### src/rtl/arbitrated_selector.sv
// -----------------------------------------------------------------------------
// arbitrated_selector
//
// Registered N-to-1 operand selector for the execution stage. Several producer
// channels (forwarding paths, register-file read, immediate generation) each
// present one word with a valid/ready handshake. One of the valid channels is
// granted per cycle, and its word is captured into a single output register.
// The output register has its own valid/ready handshake towards the consuming
// functional unit. A word can be accepted in the same cycle that the held word
// drains, so the block sustains one word per cycle.
//
// Arbitration:
//   default                              fixed priority, lowest index wins
//   ARBITRATED_SELECTOR_ROUND_ROBIN_EN   round-robin. The search starts one past
//                                        the last granted port. The pointer
//                                        advances only on a real input transfer.
//
// Ports:
//   clock          sole clock, rising edge
//   reset_n        asynchronous assert, active-low reset
//   input_port     [NUMBER_PORTS] x PORT_WIDTH channel data
//   input_valid    per-channel valid
//   input_ready    per-channel ready (one-hot or zero); combinational from
//                  input_valid, so producers must not gate valid on ready
//   output_port    registered selected word
//   output_source  index of the channel that supplied output_port
//   output_valid   output register holds a word
//   output_ready   consumer takes the held word this cycle
// -----------------------------------------------------------------------------
module arbitrated_selector #(
  parameter int NUMBER_PORTS = 2,
  parameter int PORT_WIDTH   = 64,
  localparam int SRC_W       = $clog2(NUMBER_PORTS)
) (
  input  logic                  clock,
  input  logic                  reset_n,
  input  logic [PORT_WIDTH-1:0] input_port [NUMBER_PORTS],
  input  logic [NUMBER_PORTS-1:0] input_valid,
  output logic [NUMBER_PORTS-1:0] input_ready,
  output logic [PORT_WIDTH-1:0] output_port,
  output logic [SRC_W-1:0]      output_source,
  output logic                  output_valid,
  input  logic                  output_ready
);

  // ---------------------------------------------------------------------------
  // Stage p0: combinational arbitration over the valid channels
  // ---------------------------------------------------------------------------
  logic [NUMBER_PORTS-1:0] grant_p0;
  logic [SRC_W-1:0]        grant_idx_p0;
  logic                    any_vld_p0;
  logic                    can_accept_p0;
  logic                    in_xfer_p0;
  logic [SRC_W-1:0]        scan_idx_p0;

`ifdef ARBITRATED_SELECTOR_ROUND_ROBIN_EN
  logic [SRC_W-1:0] last_grant;

  always_comb begin
    grant_p0     = '0;
    grant_idx_p0 = '0;
    any_vld_p0   = 1'b0;
    scan_idx_p0  = '0;
    // Walk the ports starting one past the last grant, wrapping at
    // NUMBER_PORTS (not at 2**SRC_W, which matters for non-power-of-2 sizes).
    for (int k = 0; k < NUMBER_PORTS; k++) begin
      scan_idx_p0 = SRC_W'((int'(last_grant) + 1 + k) % NUMBER_PORTS);
      if (!any_vld_p0 && input_valid[scan_idx_p0]) begin
        any_vld_p0             = 1'b1;
        grant_p0[scan_idx_p0]  = 1'b1;
        grant_idx_p0           = scan_idx_p0;
      end
    end
  end
`else
  always_comb begin
    grant_p0     = '0;
    grant_idx_p0 = '0;
    any_vld_p0   = 1'b0;
    scan_idx_p0  = '0;
    for (int k = 0; k < NUMBER_PORTS; k++) begin
      scan_idx_p0 = SRC_W'(k);
      if (!any_vld_p0 && input_valid[k]) begin
        any_vld_p0   = 1'b1;
        grant_p0[k]  = 1'b1;
        grant_idx_p0 = scan_idx_p0;
      end
    end
  end
`endif

  // The register may take a new word when it is empty or is draining now.
  assign can_accept_p0 = !output_valid || output_ready;

  // reset_n gates ready so that no producer sees a transfer while the block
  // is held in reset, even though output_valid (and hence can_accept) is idle.
  assign input_ready = (can_accept_p0 && reset_n) ? grant_p0 : '0;
  assign in_xfer_p0  = can_accept_p0 && any_vld_p0;

  // ---------------------------------------------------------------------------
  // Stage p1: output register
  // ---------------------------------------------------------------------------
  always_ff @(posedge clock or negedge reset_n) begin
    if (!reset_n) begin
      output_valid  <= 1'b0;
      output_port   <= '0;
      output_source <= '0;
    end else if (in_xfer_p0) begin
      output_valid  <= 1'b1;
      output_port   <= input_port[grant_idx_p0];
      output_source <= grant_idx_p0;
    end else if (output_ready) begin
      // Drain with nothing to replace it. Data and source keep their values.
      output_valid  <= 1'b0;
    end
  end

`ifdef ARBITRATED_SELECTOR_ROUND_ROBIN_EN
  // The reset value NUMBER_PORTS-1 makes port 0 first in line after reset.
  // A grant that is stalled by backpressure leaves the pointer alone.
  always_ff @(posedge clock or negedge reset_n) begin
    if (!reset_n) begin
      last_grant <= SRC_W'(NUMBER_PORTS - 1);
    end else if (in_xfer_p0) begin
      last_grant <= grant_idx_p0;
    end
  end
`endif

  // ---------------------------------------------------------------------------
  // Handshake invariants
  // ---------------------------------------------------------------------------
  a_ready_onehot0 : assert property (
    @(posedge clock) disable iff (!reset_n) $onehot0(input_ready));

  a_stall_stable : assert property (
    @(posedge clock) disable iff (!reset_n)
    (output_valid && !output_ready) |=>
      (output_valid && $stable(output_port) && $stable(output_source)));

  a_no_ready_when_full : assert property (
    @(posedge clock) disable iff (!reset_n)
    (output_valid && !output_ready) |-> (input_ready == '0));

endmodule
### config.mk
export PLATFORM = sky130hd
export DESIGN_NAME = arbitrated_selector
export DESIGN_NICKNAME = d
export VERILOG_FILES = /design/src/rtl/arbitrated_selector.sv
export SDC_FILE = /design/constraint.sdc
export NUM_CORES = 1
export LEC_CHECK = 0
export CAP_MARGIN = 10
export CELL_PAD_IN_SITES_DETAIL_PLACEMENT = 2
export CELL_PAD_IN_SITES_GLOBAL_PLACEMENT = 2
export CORE_ASPECT_RATIO = 1.2
export CORE_UTILIZATION = 24
export CTS_CLUSTER_DIAMETER = 200
export DETAILED_ROUTE_END_ITERATION = 7
export PLACE_DENSITY = 0.88
export SLEW_MARGIN = 15
export SYNTH_ARGS = -nofsm -noshare
export SYNTH_HDL_FRONTEND = slang
export SYNTH_SLANG_ARGS = --single-unit
export TNS_END_PERCENT = 5
### constraint.sdc
create_clock -name clock -period 1.5 [get_ports clock]
set_input_delay 0.225 -clock clock [delete_from_list [all_inputs] [get_ports clock]]
set_output_delay 0.225 -clock clock [all_outputs]
set_load 0.01 [all_outputs]
---- After elaboration in Yosys (flattened, before gate mapping) ----
Index checks and enable logic that the tools add are counted.
Widths: inputs -> output; s select.
cells by class
  order comparisons ....................... 1
  multiplexer cells ....................... 9
  bitwise operators ....................... 1
  reduce and logical (&&, ||, !) cells .... 7
operators with widths
  operator            number
  $mux 64             3
  $mux 1              5
  $logic_and 1x1->1   3
  $ge 2x2->1 const B  1
  $logic_not 1->1     2
  $mux 2              1
  $not 1->2           1
  $reduce_bool 2->1   1
  $logic_or 1x1->1    1
word-level totals
  register bits after elaboration ......... 66
  output and inout bits ................... 68
  logic and storage cells ................. 21

---- Logic depth before layout (Yosys ltp) ----
  depth after elaboration ................. 8
  mapped depth ............................ 5
  depth with buffers taken out ............ 3

---- Worst setup path after synthesis ----
OpenSTA, ideal clock, no wires.
  path kind ............................... register to register
  from .................................... register output_valid
  to ...................................... register output_port[0]
  arrival time ............................ 1.297 ns
  required time ........................... 1.375 ns
  slack ................................... 0.078 ns
  stages on the path, launching flop included .. 6
  buffers on the path ..................... 2
  cell sequence ........................... dfrtp_1 > nand2b_1 > o21a_1 > buf_6 > buf_6 > mux2_4
between the ends
  cells in the longest elaborated chain, start to end .. 3
RTL lines
  item                      line  text
  start: declaration        42    output logic output_valid,
  start signal: assignment  105   output_valid <= 1'b0;
  start signal: assignment  109   output_valid <= 1'b1;
  start signal: assignment  114   output_valid <= 1'b0;
  $logic_not 1->1           93    assign can_accept_p0 = !output_valid || output_ready;
  $logic_or 1x1->1          93
  $logic_and 1x1->1         98    assign in_xfer_p0 = can_accept_p0 && any_vld_p0;
  end signal: assignment    110   output_port <= input_port[grant_idx_p0];
  end: declaration          40    output logic [PORT_WIDTH-1:0] output_port,
Every way passes these cells.
A chain may end at the register's enable or synchronous reset.

---- Worst setup path in the final report ----
  from .................................... register output_port[52]
  to ...................................... output port output_port[52]
No word-level cell between the ends.

==> out/metrics.yaml <==
crit_end: "output_port[52]"
required_ns: 1.27
htreeDepth: 3
cts_setup_buffers: 0
crit_type: "flip-flop to primary output"
r2r_start: "output_valid$_DFFE_PN0P_"
r2r_end: "output_port[53]$_DFFE_PN0P_"
io_pins: 201
critPathLaunch: "output_port[52]$_DFFE_PN0P_"
track_usage_pct: 14.9
power.density_nw_per_um2: 1020
hpwl_mm: 9.16
yosysSeqAreaShare_pct: 46.2
setup_tns_ns: 0
p_leak_uw: 0.00276
ctsHoldBuffers: 0
place_congestion: 0.714
synth_largest_area_cell: "dfrtp_1"
area_growth_pct: 71.0
first_pass_iters: 3
syn_avg_cell_area_um2: 16.5
netlist.area_leader.share_pct: 46.2
initial_core_util_pct: 24.7
worstPathCellList: "clkdlybuf4s50_1"
grt_pass1_vias: 3062
wl_mm: 11.5
final_core_util_pct: 42.3
grt_overflow: 0
fin_nets: 558
syn_nets: 350
arrival_ns: 1.24
antennaDiodeCount: 0
grt_max_degree: 67
cts.reportedPaths.clkPinSlew_ns: 0.05
clock_skew_ns: 0.00776
drive_gt1_share_pct: 37.3
drc: 0
reg2regPathDepth: 4
cts.sinks: 66
drv_slew: 0
crit_family: "buffers and inverters"
dieArea_um2: 15400
power_uw: 6250
routedWlPerCell_um: 18.3
cts_root_buffer: "clkbuf_16"
ys_seq_elements: 66
synth_cells: 217
rrSetupSlack_ns: 0.09
hold_viol: 0
status: "finished, final reports clean"
antenna_found_initial: 0
fmax_mhz: 682
setup.worst_path.start_class: "flip-flop"
setup_slack_ns: 0.0343
port_buffers: 200
min_period_ns: 1.47
crit_slowest_cell: "clkdlybuf4s50_1"
tritoncts: "yes"
final_antenna_net_count: 0
period_share_pct: 97.7
dieHeight_um: 136
cts.path.max_buffers: 2
first_iter_violations: 77
drv_cap: 0
place_ws_ns: -0.348
viasPerCell: 4.24
crit_buf_inv: 1
tightest_slew_ns: 0.833
cp-end-kind: "primary output"
cts_buffers: 9
ir_drop_v: 0.000507
clkLatencyLatePin_ns: 0.32
ys_warn_count: 0
setup_violations: 0
max_stage_delay_ns: 0.57
grt_pass1_wl_mm: 17.2
netlist_area_um2: 3580
fp-row-count: 48
synthTopCellsByArea: "dfrtp_1 46%, mux2_4 32%, mux2_2 16%"
cp_max_fo: 2
slew_headroom_pct: 44.5
cp.depth: 1
core-area_um2: 14500
rsz0062_at_grt: "false"
hold_path_class: "primary input to async pin"
die_w_um: 113
synth.distinct_cells: 13
vias: 2665
-- area by class of cell --
type,instances,area [um^2]
clock buffers,13,280
clock inverters,2,10.0
fillers,1432,8350
multi-input cells,136,1790
flip-flops and latches,66,1650
well taps,200,250
repair buffers,212,2140
-- kinds of logic (layout without fill, tap and decap cells) --
family / count (synthesis) / in the layout / share of synthesized area (%)
buffers and inverters: 15 / 227 / 4.27
AOI/OAI and AO/OA: 3 / 3 / 0.490
DFF: 66 / 66 / 46.2
and+or+nand+nor: 5 / 5 / 0.839
muxes: 128 / 128 / 48.3
-- metrics by stage --
step	cells	hold WS, ns	cell area [um^2]
floorplan	217	-0.0706	3580
global placement	614	0.491	5790
detailed placement	614	0.497	5790
CTS	629	0.198	6080
global route	629	0.228	6120
finish	629	0.148	6120
-- per-layer routing --
layer / wire length [um] / part of all wire (%) / GRT usage, % / vias to the layer above
li1: - / - / - / 1195
met5: 0 / 0 / 0 / -
met2: 6700 / 58 / 30.6 / 110
met4: 253 / 2.2 / 6.14 / 0
met1: 3990 / 35 / 14.4 / 1347
met3: 539 / 4.7 / 2.46 / 13
-- power breakdown --
part	switching (uW)	total, uW	internal, uW
sequential	182	2260	2080
clock	706	1990	1280
combinational	662	2000	1340
-- layout by cell type (no fill, tap or decap), drive strengths merged --
cell,count
dfrtp,66
and3,1
o21a,1
mux2,128
a21oi,2
and4b,1
nand2,1
nand2b,1
dlygate4sd2,4
dlymetal6s2s,16
clkdlybuf4s15,1
clkbuf,14
clkinv,2
nor2,1
buf,14
clkdlybuf4s50,176
-- worst min path at each step --
stage,start,end,slack [ns],cells past startpoint
CTS,reset_n,output_port[38]$_DFFE_PN0P_,0.20,2
floorplan,reset_n,output_port[0]$_DFFE_PN0P_,-0.07,0
global placement,output_port[55]$_DFFE_PN0P_,output_port[55]$_DFFE_PN0P_,0.49,1
finish,reset_n,output_port[38]$_DFFE_PN0P_,0.15,2
global route,reset_n,output_port[38]$_DFFE_PN0P_,0.23,2
detailed placement,output_port[51]$_DFFE_PN0P_,output_port[51]$_DFFE_PN0P_,0.50,1
-- cells in the mapped netlist (all sizes together) --
cell type / n
o21a: 1
buf: 15
and4b: 1
dfrtp: 66
and3: 1
a21oi: 2
mux2: 128
nor2: 1
nand2b: 1
nand2: 1
-- flip-flops by register name, summed over array words and instances (netlist names) --
register and count:
output_port 64, output_source 1, output_valid 1
-- timing repair --
item                                    CTS  global route
cloned                                    0             0
resized for setup                         8            18
endpoints found under the setup margin    5            18
No activity file was read; power rests on OpenSTA's default activity.
==> RTL edit 1, RTL diff (config.mk and constraints unchanged) <==
The option `ARBITRATED_SELECTOR_ROUND_ROBIN_EN` is turned on by a define.
--- a/src/rtl/arbitrated_selector.sv
+++ b/src/rtl/arbitrated_selector.sv
@@ -29,2 +29,4 @@
 // -----------------------------------------------------------------------------
+`define ARBITRATED_SELECTOR_ROUND_ROBIN_EN
+
 module arbitrated_selector #(
Formal check against the unedited RTL: not equivalent (Yosys sat finds a counterexample within 4 cycles, from zero or initial values and one cycle with reset_n low).
==> RTL edit 1 against the unedited design <==
  * The flow now finishes with violations (setup timing)
  * Global-route usage grew 6.0 points
  * Routed wire length grew 25%
  * Setup slack lost 0.063 ns
  * Total power grew 0.13%
  * Design area shrank 5.9%
  * Area after synthesis shrank 11%
  * Fmax shrank 4.1%
  * Sequential cell count grew 1
  * Largest cell class unchanged
==> RTL edit 1: results (changes against the unedited design) <==
* Clock skew: 0.00304 ns (-0.00472 ns)
- Cell Int Power: 4420 uW (-5.9%)
* Share of total power in combinational logic: 32.1% (about the same)
* Worst Hold Class: primary input to flop
- The total number of nets in the final design is 702 (+26%).
- Peak ir drop on the vdd network: 0.000396 V (-22%)
- Sequential fraction of the synthesis area: 52.7% (+6.5 points)
- The instance area at placement is 0.00539 mm^2 (-7.0%).
- The via count of the first global-routing pass was 4116 (+34%).
* Via count of the routed design: 3670 (+38%)
- The maximum number of pins on one net before global-route repair is 47 (-30%).
* DP HPWL: 10400 um (+14%)
* Iteration-0 DRC count of the detailed router: 73 (-5.2%)
* Core outline area: 0.0128 mm^2 (-12%)
- The total negative setup slack was -0.0283 ns (-0.0283 ns).
- Final setup violation count: 1 (+1)
- Met1 Routed Length: 5360 um (+34%)
- Final setup margin: -0.0283 ns (-0.0626 ns)
- The worst slew slack as a fraction of its limit is 58.2% (+14 points).
* Leakage power figure: 0.00246 uW (-11%)
- Hold Worst Slack: 0.291 ns (+0.143 ns)
- The global-route usage over all layers is 21.0% (+6.0 points).
- DR WL met2: 7870 um (+17%)
- NetSw: 1840 uW (+19%)
* Largest fanout on the critical path: 4 (+2)
* Routability-driven placement congestion ratio: 0.764 (+7.0%)
- Met1 Resource Use GR: 22.5% (+8.1 points)
- Violated checks: setup timing
* Outcome: finished, violations left
- The post-placement worst setup slack was -0.468 ns (-0.120 ns).
- The share of final-layout standard cells stronger than drive strength 1 came to 7.32% (-30 points).
RTL edit 1: cell types whose count changed in the layout (fill, tap and decap cells not counted), moves of 3 or more:
cell,before,now
nand2_1,1,129
a31oi_1,0,65
mux2_2,52,0
a21oi_1,2,65
clkbuf_1,0,3
buf_6,0,3
mux2_4,76,0
buf_12,2,5
RTL edit 1: cell type report:
cell class / instances / area [um^2]
Timing Repair Buffer: 221 / 2290
Fill cell: 1375 / 7020
Clock inverter: 2 / 10.0
Inverter: 2 / 7.51
Clock buffer: 14 / 264
Multi-Input combinational cell: 268 / 1300
Tap cell: 164 / 205
Sequential cell: 67 / 1680
RTL edit 1: critical path, cell delays in order, from the launching register on:
cell and delay (ns):
dfstp_2 0.58, a21boi_4 0.07, and3_1 0.18, buf_2 0.14
RTL edit 1: cells by family after synthesis:
kind of cell | count (synthesis) | synth area share [%]
compound gates | 134 | 24.1
flops | 67 | 52.7
buf+inv | 38 | 6.95
simple gates | 134 | 16.3
==> RTL edit 2, RTL diff (same settings) <==
Made on the original files. `NUMBER_PORTS`: 2 -> 4. Comments in the files are not updated.
--- a/src/rtl/arbitrated_selector.sv
+++ b/src/rtl/arbitrated_selector.sv
@@ -30,3 +30,3 @@
 module arbitrated_selector #(
-  parameter int NUMBER_PORTS = 2,
+  parameter int NUMBER_PORTS = 4,
   parameter int PORT_WIDTH   = 64,
Interface: changed (resized input_port, input_ready, input_valid and output_source); port bits go from 201 to 334. The function was not compared with the original's and may differ.
==> RTL edit 2 against the unedited design <==
  * The run now ends with setup timing left
  * Combinational power increased by 20%
  * Die area rose by 36%
  * Synthesized cell count increased to 2.8 times the old value
  * Clock power rose by 22%
  * Register-to-register slack worse by 0.02 ns
  * Total power grew 12%
  * Design area is 48% higher
  * Sequential power fell by 3%
  * Routed wire length rose to 2.6 times the old value
  * Sequential cell count up 1
  * Setup slack worse by 0.050 ns
  * Area after synthesis is 36% higher
  * First-iteration DRC count rose to 2.6 times the old value
  * Critical path type unchanged
  * Largest cell class unchanged
  * Largest power group is now clock
==> RTL edit 2: results (changes against the unedited design) <==
- The number of antenna diodes is 4 (+4).
* DP HPWL: 20100 um (+120%)
- Vias/cell: 5.39 (+27%)
- Synthesized-area fraction occupied by ao, oa, aoi and oai cells: 41.4% (+41 points)
- The global-route usage over all layers was 27.7% (+13 points).
* Fraction of area in clock buffers and inverters: 3.61% (-1.1 points)
- The post-CTS resize count came to 61 (+53).
- In this run the critical register-to-register path is captured at output_port[11].
* Total detailed-routing wirelength: 29400 um (+160%)
* Wire length of the first global-routing pass: 43500 um (+150%)
- The minimum setup slack in the final design is -0.0161 ns (-0.0505 ns).
- Multiplexer share of the synthesized area: 0.231% (-48 points)
* Clkbuf count: 11 (-2)
- The final sequential cell count came to 67 (+1.5%).
- Launch point of the critical path: output_valid
- Leakage power figure: 0.00357 uW (+29%)
- The final reports fail on setup timing.
- The non-clock buffer count in the final layout came to 375 (+77%).
- The fraction of met3 tracks used by global routing was 4.93% (+2.5 points).
- Met1 Resource Use GR: 29.8% (+15 points)
- Multi-input gate area in the final layout: 0.00291 mm^2 (+63%)
* Worst slew margin relative to its limit: 34.1% (-10 points)
- Critical path capture point: input_ready[3]
- The run finished, with violations left.
- The total number of multi-input combinational cells was 467 (+240%).
- The final worst clock skew is 0.00542 ns (-0.00235 ns).
- Most area-consuming cells after synthesis: dfrtp_1, a211oi_1, a21o_1
- Placed cell areas: 0.00866 mm^2 (+49%)
- Maximum number of pins on one net before global-route repair: 68 (+1.5%)
* Reg2reg path depth: 5 (+1)
- The floorplan row count is 56 (+17%).
- Final setup violation count: 1 (+1)
- The count of port buffers added during placement was 333 (+67%).
RTL edit 2: changes by cell type after synthesis, moves of 12 or more:
cell	delta
nand2_1	+65
a211oi_1	+64
a21o_1	+64
clkbuf_1	+54
a21oi_1	+65
o21ai_0	+53
buf_2	+12
mux2_2	-52
a31oi_1	+64
mux2_4	-76
nand3b_1	+64
RTL edit 2: report_power, final:
part | internal [uW] | switching [uW] | total [uW]
Combinational | 1320 | 1090 | 2400
Sequential | 2050 | 137 | 2190
Clock | 1540 | 888 | 2430
Total | 4910 | 2110 | 7020
RTL edit 2: per-layer routing:
| layer | vias to the layer above | wire (um) |
|---|---|---|
| met3 | 75 | 1350 |
| li1 | 2929 | - |
| met2 | 242 | 15200 |
| met5 | - | 0 |
| met1 | 3183 | 11400 |
| met4 | 0 | 1440 |
RTL edit 2: worst register-to-register path, delay by kind of cell, from the launching register on:
kind / cells / cell delay [ns]
compound gates: 2 / 0.44
buf+inv: 2 / 0.32
simple gates: 1 / 0.15
flops: 1 / 0.41
